===== config.mk =====
export PLATFORM = sky130hd
export DESIGN_NAME = rv32i_fetch
export DESIGN_NICKNAME = d
export VERILOG_FILES = /design/src/rtl/rv32i_fetch.sv
export SDC_FILE = /design/constraint.sdc
export NUM_CORES = 1
export LEC_CHECK = 0
export ABC_CLOCK_PERIOD_IN_PS = 3900
export BUFFER_PORTS_ARGS = -buffer_cell sky130_fd_sc_hd__clkbuf_2
export CELL_PAD_IN_SITES_DETAIL_PLACEMENT = 1
export CELL_PAD_IN_SITES_GLOBAL_PLACEMENT = 2
export CORE_MARGIN = 2
export CORE_UTILIZATION = 31
export CTS_CLUSTER_DIAMETER = 40
export CTS_CLUSTER_SIZE = 25
export DETAILED_ROUTE_END_ITERATION = 6
export GPL_ROUTABILITY_DRIVEN = 0
export HOLD_SLACK_MARGIN = 0.1
export PLACE_DENSITY_LB_ADDON = 0.15
export SYNTH_ARGS = -nofsm -noshare
export SYNTH_HDL_FRONTEND = slang
export SYNTH_SLANG_ARGS = --single-unit

===== constraint.sdc =====
create_clock -name clk -period 3.9 [get_ports clk]
set_input_delay 0.195 -clock clk [delete_from_list [all_inputs] [get_ports clk]]
set_output_delay 0.195 -clock clk [all_outputs]
set_load 0.01 [all_outputs]

===== src/rtl/rv32i_fetch.sv =====
// rv32i_fetch: RV32I instruction fetch unit with PC, imem handshake, single-entry decode buffer and redirects
module rv32i_fetch #(
  parameter logic [31:0] RESET_PC = 32'h0000_0000
) (
  input  logic        clk,
  input  logic        rst_n,
  output logic        imem_req_valid,
  output logic [31:0] imem_req_addr,
  input  logic        imem_req_ready,
  input  logic        imem_rsp_valid,
  input  logic [31:0] imem_rsp_data,
  input  logic        imem_rsp_err,
  input  logic        redirect_valid,
  input  logic [31:0] redirect_pc,
  output logic        inst_valid,
  input  logic        inst_ready,
  output logic [31:0] inst_data,
  output logic [31:0] inst_pc,
  output logic        inst_fault,
  output logic        inst_misaligned
);
  typedef enum logic [2:0] {IDLE, REQ, WAIT, HOLD, HALT} state_t;
  state_t state_q, state_d;
  logic [31:0] pc_q, pc_d, data_q, data_d, ipc_q, ipc_d;
  logic drop_q, drop_d, fault_q, fault_d, mis_q, mis_d;
  logic req_valid_q, req_valid_d, inst_valid_q, inst_valid_d;
  logic accept, redir, mis_target, outstanding;
  always_comb begin
    accept = state_q == REQ && !drop_q && imem_req_ready;
    redir = redirect_valid && state_q != IDLE;
    mis_target = |redirect_pc[1:0];
    outstanding = (state_q == WAIT && !imem_rsp_valid) || accept;
    state_d = state_q;
    pc_d = pc_q;
    data_d = data_q;
    ipc_d = ipc_q;
    fault_d = fault_q;
    mis_d = mis_q;
    drop_d = (redir && outstanding) ? 1'b1 : (imem_rsp_valid && drop_q) ? 1'b0 : drop_q;
    case (state_q)
      IDLE: state_d = REQ;
      REQ: state_d = accept ? WAIT : REQ;
      WAIT: if (imem_rsp_valid && !drop_q) begin
        state_d = HOLD;
        data_d = imem_rsp_err ? 32'h0 : imem_rsp_data;
        ipc_d = pc_q;
        fault_d = imem_rsp_err;
        mis_d = 1'b0;
        pc_d = imem_rsp_err ? pc_q : pc_q + 32'd4;
      end
      HOLD: if (inst_ready) state_d = (fault_q || mis_q) ? HALT : REQ;
      default: state_d = state_q;
    endcase
    // a redirect overrides any buffer load made this cycle, so a racing response is never kept
    if (redir) begin
      pc_d = redirect_pc;
      state_d = mis_target ? HOLD : REQ;
      data_d = mis_target ? 32'h0 : data_q;
      ipc_d = mis_target ? redirect_pc : ipc_q;
      fault_d = mis_target ? 1'b0 : fault_q;
      mis_d = mis_target ? 1'b1 : mis_q;
    end
    req_valid_d = state_d == REQ && !drop_d;
    inst_valid_d = state_d == HOLD;
  end
  always_ff @(posedge clk or negedge rst_n)
    if (!rst_n) begin
      state_q <= IDLE;
      pc_q <= RESET_PC;
      drop_q <= 1'b0;
      data_q <= '0;
      ipc_q <= '0;
      fault_q <= 1'b0;
      mis_q <= 1'b0;
      req_valid_q <= 1'b0;
      inst_valid_q <= 1'b0;
    end else begin
      state_q <= state_d;
      pc_q <= pc_d;
      drop_q <= drop_d;
      data_q <= data_d;
      ipc_q <= ipc_d;
      fault_q <= fault_d;
      mis_q <= mis_d;
      req_valid_q <= req_valid_d;
      inst_valid_q <= inst_valid_d;
    end
  assign imem_req_valid = req_valid_q;
  assign imem_req_addr = pc_q;
  assign inst_valid = inst_valid_q;
  assign inst_data = data_q;
  assign inst_pc = ipc_q;
  assign inst_fault = fault_q;
  assign inst_misaligned = mis_q;
  assert property (@(posedge clk) disable iff (!rst_n) imem_rsp_valid |-> (drop_q || state_q == WAIT));
endmodule


==> impl_metrics.ini, run 1 <==
[global_route]
antenna_found_initial = 0
grt_pass1_vias = 4902
grt_pass1_wl_um = 25310
grt_usage_pct = 19.54
overflow = 0
grt_max_degree = 60

[detailed_routing]
wl_per_cell_um = 16.47
drc = 0
final_antenna_net_count = 0
first_pass_iters = 4
routed_wl_um = 15300
vias = 4555
drt_iter0_drc = 150
routed_via_density = 4.903

[cells_and_area]
seqCellArea_um2 = 2603
drive_above_1_share_pct = 27.67
final_common_cell = clkbuf_2
instances_no_fill = 929
multiInputGateArea_um2 = 1998
area.growth.synth_to_final_pct = 40.34
fillers = 1796
final_cell_mix = clkbuf_2 (169), nand2_1 (140), dfrtp_1 (104)
fin_nets = 808
antenna_cells = 0

[clock_network]
htreeDepth = 3
numClockSinks = 104
ctsResizeCount = 0
cts_buffers = 9
clkLatencyLatePin_ns = 0.35
cts_tree = done
clockBufferDepth = 2
cts-root-buf = clkbuf_16
cts.clk_slew.worst_paths_ns = 0.07

[critical_path]
crit_type = register to register
cp.arrival_ns = 2.82
r2r_start = state_q[0]$_DFF_PN0_
crit_path_end_kind = register
ff2ff_setup_slack_ns = 1.29
critPathLaunchType = register
reg2regPathDepth = 5
r2r-end = imem_req_addr[28]$_DFFE_PN0P_
crit_fanout = 13
cp_data_required_time_ns = 4.11

[pwr]
p_per_area_nw_per_um2 = 534.4
power.static_leakage_uw = 0.003248
peakVddDrop_uv = 247.2

[status]
status = complete, no violations

[timing]
max_freq_mhz = 383.2
worstMarginPinSlew_ns = 0.9636
layout_setup_ws_ns = 1.291
rsz0062_at_grt = false
finalMaxSlewViolations = 0
max_slew_margin_pct = 35.41
skew_ns = 0.006152
fin_crit_ns = 2.609
setup_violations = 0
hold_viol_final = 0
period_share_pct = 66.90
setup_tns_ns = 0

[place]
hpwl_um = 10450
io_buffers = 170
dp_cells = 856
pre_cts_slack_ns = 1.277

[synth]
yosysWarnings = 0
syn_inst = 523
synth_area_um2 = 4733
syn_area_per_cell_um2 = 9.050
synthesis.nets = 595
synth_cell_types = 41
synthArstFlopShare_pct = 100.0
ys_seq_area_share_pct = 54.98
ys_ff_latch = 104
synth_edf_count = 0
ys.flop_type = dfrtp_1

[hold_path]
worstHoldEndpoint = imem_req_addr[14]$_DFFE_PN0P_
hold_path_depth = 3
worstHoldStart = redirect_pc[14]
min_path_type = input pin to register

[floorplanning]
die-height_um = 127.6
rows = 45
io_pins = 171
die_w_um = 127.6
die-area_um2 = 16270
core_um2 = 15030
initial_core_util_pct = 31.49

[flow_run]
cap_violations = 0
[worst max path at each step]
stage                     cells after the start  slack, ns                             to            startpoint
after floorplan                               7       1.85  imem_req_addr[21]$_DFFE_PN0P_  state_q[0]$_DFF_PN0_
after global placement                        5       1.39   imem_req_addr[8]$_DFFE_PN0P_  state_q[0]$_DFF_PN0_
after detailed placement                      5       1.28  imem_req_addr[28]$_DFFE_PN0P_  state_q[0]$_DFF_PN0_
after CTS                                     5       1.29  imem_req_addr[28]$_DFFE_PN0P_  state_q[0]$_DFF_PN0_
after global routing                          5       1.10  imem_req_addr[28]$_DFFE_PN0P_  state_q[0]$_DFF_PN0_
final                                         5       1.29  imem_req_addr[28]$_DFFE_PN0P_  state_q[0]$_DFF_PN0_
[registers in the layout, indices dropped and copies added, names as in the netlist]
signal	cells
imem_req_addr	32
inst_data	32
inst_pc	32
state_q	3
drop_q	1
imem_req_valid	1
inst_fault	1
inst_misaligned	1
inst_valid	1
[critical path, stage by stage, from the launching register on]
cell and delay [ns]:
dfrtp_1 0.51, or4b_4 0.63, nor3_2 0.81, nand4_1 0.22, xnor2_1 0.21, a21oi_1 0.09
[final cells by class]
class	instances	area share (%)
timing repair buffer	235	22.34
clock buffer	13	3.918
sequential	104	39.18
multi-input combinational	380	30.08
clock inverter	3	0.6028
tap	188	3.541
inverter	6	0.3390
[stage by stage]
| stage | power (uW) | hold WS [ns] | instance area (um2) | util (%) |
|---|---|---|---|---|
| 6_report | 3550 | 0.1094 | 6643 | 44.19 |
| 5_1_grt | 3801 | 0.1012 | 6643 | 44.19 |
| 4_1_cts | 3608 | 0.1004 | 6643 | 44.19 |
| 3_5_place_dp | 2613 | 0.1657 | 5772 | 38.39 |
| 3_3_place_gp | 2573 | 0.1632 | 5772 | 38.39 |
| 2_1_floorplan | 2104 | -0.1006 | 4733 | - |
[what timing repair did]
item                                   CTS  global route
setup buffers                            0             0
hold buffers                            57             0
endpoints found under the hold margin   93             0
[routing by layer]
layer,global-route usage [%],vias to the layer above,part of all wire (%),routed length [um]
met3,4.899,12,4.2,637
met5,0,-,0,0
li1,-,2200,-,-
met2,33.97,106,50,7643
met4,4.331,0,1.3,202
met1,24.58,2237,45,6818
[cell families after synthesis]
kind of cell / after synthesis / synth area share (%)
adders and majority gates: 1 / 0.2643
xor gates and xnor gates: 24 / 4.441
buffers and inverters: 39 / 3.410
and+or+nand+nor: 269 / 26.09
DFF: 104 / 54.98
AOI/OAI and AO/OA: 83 / 10.12
muxes: 3 / 0.6873
[cell usage after synthesis, types with 2 or more instances]
master    number  area share, %
a21oi_1        5           0.53
a31oi_1       34            4.5
and2_1         4           0.53
and3_1         5           0.66
and4_1         3           0.56
buf_1          2           0.16
buf_2          5           0.53
clkbuf_1      24            1.9
dfrtp_1      104             55
inv_1          6           0.48
mux2_2         2           0.48
nand2_1      140             11
nand2b_1       2           0.26
nand3_1       40            4.2
nand3b_1       2           0.32
nand4_1       10            1.3
nor2_1        45            3.6
nor3_2         3           0.63
nor3b_1        2           0.32
nor4b_1        2           0.37
o21a_1         2           0.32
o21ai_0       32            3.4
o21ai_1        5           0.53
or3_1          5           0.66
xnor2_1       10            1.9
xor2_1        14            2.6
[power breakdown]
| part | switching [uW] | internal (uW) | leakage [uW] | total, uW |
|---|---|---|---|---|
| Clock | 398 | 532 | 0.000150 | 930 |
| Sequential | 236 | 1340 | 0.00127 | 1580 |
| Combinational | 611 | 433 | 0.00183 | 1040 |
(Power assumes the default switching activity.)
==> run 2: changes to the inputs <==
Settings changed: ABC_CLOCK_PERIOD_IN_PS 3900 to 2100, CORE_UTILIZATION 31 to 26.
Clock period 3.9 ns to 2.1 ns, I/O delays scaled along.
==> impl_metrics.ini, run 2 (synthesis gave the netlist of run 1 again) <==
[clock_network]
post_cts_buffers = 0
cts_buffers = 9
cts-root-buf = clkbuf_16
cts_tree = done
clkLatencyLatePin_ns = 0.36
htreeDepth = 3
clockBufferDepth = 2
cts.clk_slew.worst_paths_ns = 0.07
numClockSinks = 104

[timing]
fin_hold_ws_ns = 0.1119
finalMaxSlewViolations = 0
layout_setup_ws_ns = 0.09606
max_slew_margin_pct = 55.57
hold_viol_final = 0
setup_violations = 0
worstMarginPinSlew_ns = 0.6664
skew_ns = 0.01164
period_share_pct = 95.43
max_freq_mhz = 499.0
fin_crit_ns = 2.004

[critical_path]
cp_top_family = simple AND/OR/NAND/NOR gates
crit_type = register to register
crit_fanout = 10
reg2regPathDepth = 6
cp_data_required_time_ns = 2.37
crit_path_cell_trace = or4b_4 -> nor3_2 -> buf_4 -> nand4_1 -> xor2_1 -> o21ai_0
r2r-end = imem_req_addr[14]$_DFFE_PN0P_
crit_path_end_kind = register
r2r_start = state_q[0]$_DFF_PN0_
critPathLaunchType = register
critPathBufInv = 1
slowest_stage = or4b_4
cp_num_cells = 6
critPathMaxStageDelay_ns = 0.58
cp.arrival_ns = 2.28
ff2ff_setup_slack_ns = 0.1

[floorplanning]
core_um2 = 17900
initial_core_util_pct = 26.44
io_pins = 171
die-area_um2 = 19300
rows = 49
die-height_um = 138.9
die_w_um = 138.9

[hold_path]
worstHoldStart = redirect_valid
hold_path_depth = 2
worstHoldEndpoint = state_q[2]$_DFF_PN0_
min_path_type = input pin to register

[pwr]
p_per_area_nw_per_um2 = 968.8
p_clk_share_pct = 26.2
p_comb_share_pct = 32.0
power.static_leakage_uw = 0.003430
peakVddDrop_uv = 475.1
p_switching_uw = 2386
internal_power_uw = 4431
pwr-share-seq_pct = 41.8
power.share.switching_pct = 35.00

[detailed_routing]
vias = 4665
drc = 0
drt_iter0_drc = 202
wl_per_cell_um = 16.27
first_pass_iters = 4
routed_wl_um = 16260
routed_via_density = 4.670
final_antenna_net_count = 0

[place]
pre_cts_slack_ns = 0.05220
hpwl_um = 11340
io_buffers = 170
place_area_um2 = 6048

[cells_and_area]
multiInputGateArea_um2 = 2009
antenna_cells = 0
final_cell_mix = clkbuf_2 (169), nand2_1 (140), dfrtp_1 (104)
finish.instance_area_um2 = 7037
final_common_cell = clkbuf_2
seqCellArea_um2 = 2603
fin_util_pct = 39.31
fillers = 2128
area.growth.synth_to_final_pct = 48.67
fin_nets = 838
drive_above_1_share_pct = 29.48

[global_route]
grt_pass1_vias = 5105
antenna_found_initial = 0
met3_usage_pct = 3.073
grt_use_met1_pct = 22.58
busiest_layer = met2
grt_pass1_wl_um = 26950
overflow = 0
grt_usage_pct = 17.45
grt_util_met2_pct = 29.74
grt_max_degree = 60

[flow_run]
cap_violations = 0

[status]
status = complete, no violations
## run 2: cell types whose count changed in the layout (fill, tap and decap cells not counted)
cell | previous run | this run
dlygate4sd3_1 | 57 | 67
buf_4 | 9 | 23
or3b_1 | 1 | 0
buf_12 | 0 | 6
clkbuf_8 | 2 | 3
clkbuf_1 | 2 | 0
or3b_4 | 0 | 1
nand4_2 | 1 | 0
nand4_4 | 0 | 1
## run 2: how the worst max path moves through the flow
stage                         start                       endpoint  slack (ns)
2_1_floorplan  state_q[0]$_DFF_PN0_  imem_req_addr[21]$_DFFE_PN0P_        0.05
3_3_place_gp   state_q[0]$_DFF_PN0_  imem_req_addr[21]$_DFFE_PN0P_        0.07
3_5_place_dp   state_q[0]$_DFF_PN0_  imem_req_addr[27]$_DFFE_PN0P_        0.05
4_1_cts        state_q[0]$_DFF_PN0_  imem_req_addr[27]$_DFFE_PN0P_        0.02
5_1_grt        state_q[0]$_DFF_PN0_  imem_req_addr[14]$_DFFE_PN0P_      -0.004
6_report       state_q[0]$_DFF_PN0_  imem_req_addr[14]$_DFFE_PN0P_         0.1
## run 2: layout make-up
type | count | area share, %
flip-flops and latches | 104 | 36.98
multi-input cells | 380 | 28.56
repair buffers | 265 | 25.71
well taps | 229 | 4.072
clock buffers | 12 | 3.787
clock inverters | 3 | 0.5690
inverters | 6 | 0.3201
## run 2: worst reg2reg max path, stage by stage, from the launching register on
cell	delay [ns]
dfrtp_1	0.38
or4b_4	0.58
nor3_2	0.25
buf_4	0.22
nand4_1	0.16
xor2_1	0.17
o21ai_0	0.15
## run 2: per-stage QoR
step,total power (uW),instances,TNS (ns)
2_1_floorplan,3908,523,0
3_3_place_gp,4955,917,0
3_5_place_dp,5015,917,0
4_1_cts,6944,999,0
5_1_grt,7292,999,-0.003637
6_report,6817,999,0
## run 2: what timing repair did
item                                    4_1_cts  5_1_grt
gates resized for setup                       0        2
endpoints found under the setup margin        0        8
hold endpoints to repair                    141        0
hold buffers                                 67        0
## run 2: per-layer routing
layer,part of all wire [%],wire length [um],vias to the layer above
met1,46,7493,2287
met5,0,0,-
met3,3.6,585,14
met4,1.3,212,0
met2,49,7965,97
li1,-,-,2267
## run 2: power by group through the flow
stage | clock (uW) | combinational (uW) | sequential, uW
finish | 1790 | 2180 | 2850
floorplan | 0 | 840 | 3070
global placement | 0 | 2080 | 2870
detailed placement | 0 | 2120 | 2890
CTS | 1860 | 2230 | 2860
global route | 1940 | 2430 | 2920
==> run 3: changes to the inputs <==
Settings changed: CAP_MARGIN set to 40, SETUP_SLACK_MARGIN set to 0.4.
==> impl_metrics.ini, run 3 (synthesis gave the netlist of run 1 again) <==
[status]
status = complete, no violations

[floorplanning]
die_w_um = 138.9
io_pins = 171
die-area_um2 = 19300
rows = 49
initial_core_util_pct = 26.44
core_um2 = 17900
die-height_um = 138.9

[critical_path]
cp_data_required_time_ns = 2.34
crit_path_end_kind = register
critPathLaunchType = register
startpoint = drop_q$_DFF_PN0_
cp.arrival_ns = 2.18
r2r_start = drop_q$_DFF_PN0_
crit_type = register to register
crit_fanout = 6

[pwr]
p_clk_share_pct = 24.5
power.static_leakage_uw = 0.003841
p_switching_uw = 2746
power.share.switching_pct = 36.40
internal_power_uw = 4798
p_comb_share_pct = 36.4
peakVddDrop_uv = 484.5
pwr-share-seq_pct = 39.1
p_per_area_nw_per_um2 = 942.6

[hold_path]
min_path_type = input pin to register
worstHoldStart = imem_rsp_valid

[timing]
max_slew_margin_pct = 59.95
period_share_pct = 92.50
setup_tns_ns = 0
setup_violations = 0
hold_viol_final = 0
finalMaxSlewViolations = 0
worstMarginPinSlew_ns = 0.6007
rsz0062_at_grt = true
max_freq_mhz = 514.8
fin_crit_ns = 1.942
skew_ns = 0.008427

[place]
io_buffers = 170
place_area_um2 = 6003
hpwl_um = 11270

[global_route]
grt_pass1_vias = 5045
antenna_found_initial = 0
overflow = 0
grt_pass1_wl_um = 27520
grt_max_degree = 105
grt_usage_pct = 17.98

[cells_and_area]
final_cell_mix = clkbuf_2 (169), nand2_1 (104), dfrtp_1 (103)
antenna_cells = 0
drive_above_1_share_pct = 41.35
fin_nets = 865
area.growth.synth_to_final_pct = 69.10
finish.instance_area_um2 = 8004
final_common_cell = clkbuf_2

[clock_network]
cts-root-buf = clkbuf_16
clkLatencyLatePin_ns = 0.36
cts_buffers = 9
numClockSinks = 104
htreeDepth = 3
clockBufferDepth = 2
cts.clk_slew.worst_paths_ns = 0.07
cts_tree = done

[detailed_routing]
routed_via_density = 4.810
wl_per_cell_um = 19.41
first_pass_iters = 4
vias = 4940
routed_wl_um = 19930
drt_iter0_drc = 204
final_antenna_net_count = 0
drc = 0

[flow_run]
cap_violations = 0
-- run 3: cell types whose count changed in the layout (fill, tap and decap cells not counted), sizes merged --
| cell | before | now |
|---|---|---|
| buf | 29 | 43 |
| clkbuf | 181 | 191 |
| bufinv | 1 | 2 |
| clkinvlp | 0 | 1 |
| dlygate4sd3 | 67 | 68 |
| nand4 | 11 | 12 |
-- run 3: critical path, stage by stage (launching register included) --
cell,delay [ns]
dfrtp_1,0.38
or4b_4,0.59
or3b_4,0.46
nor4_4,0.17
xnor2_1,0.15
o21ai_1,0.07
-- run 3: worst paths after layout --
kind                                                  to  slack (ns)  depth (start not counted)
setup / recovery           imem_req_addr[21]$_DFFE_PN0P_        0.16                          5
hold / removal                          drop_q$_DFF_PN0_        0.21                          4
setup reg to reg           imem_req_addr[21]$_DFFE_PN0P_        0.16                          5
hold reg to reg                inst_data[19]$_DFFE_PN0P_        0.48                          2
max in group asynchronous   imem_req_addr[6]$_DFFE_PN0P_        1.27                          3
min in group asynchronous        inst_pc[13]$_DFFE_PN0P_        0.38                          3
-- run 3: through the flow --
step | worst slack [ns] | power (uW) | hold slack, ns | instances | utilization (%)
after global routing | 0.07946 | 7997 | 0.2703 | 1027 | 44.71
after detailed placement | 0.08702 | 4995 | 0.2383 | 911 | 33.53
after floorplan | 0.1020 | 3926 | -0.1906 | 523 | -
after CTS | 0.1660 | 7040 | 0.2204 | 1004 | 39.96
final | 0.1576 | 7544 | 0.2114 | 1027 | 44.71
after global placement | 0.1106 | 4930 | 0.2421 | 911 | 33.53
-- run 3: power by group through the flow --
stage	Sequential, uW	Clock (uW)	Combinational, uW
after global placement	2920	0	2010
after floorplan	3070	0	857
final	2950	1840	2750
after CTS	2910	1910	2230
after detailed placement	2940	0	2060
after global routing	3030	1990	2980
-- run 3: final cells by class --
type                            instances  area, um2
Inverter                                6      22.52
Clock inverter                          5      81.33
Multi-Input combinational cell        381       2441
Sequential cell                       104       2604
Clock buffer                           11      232.7
Tap cell                              229      286.5
Timing Repair Buffer                  291       2336
Fill cell                            2064       9898
-- run 3: layer usage --
metal	wire [um]	track usage, %	vias to the layer above
met1	9417	24.40	2477
met3	644	2.590	16
met5	0	0	-
met4	261	5.742	0
met2	9607	29.79	117
li1	-	-	2330
-- run 3: timing repair --
item                                   4_1_cts  5_1_grt
resized for setup                           29      120
endpoints found under the hold margin      201        0
hold buffers                                68        0
pin swaps                                    3       41
setup endpoints to repair                   95       97
setup buffers                                7        6
cloned                                       2       17
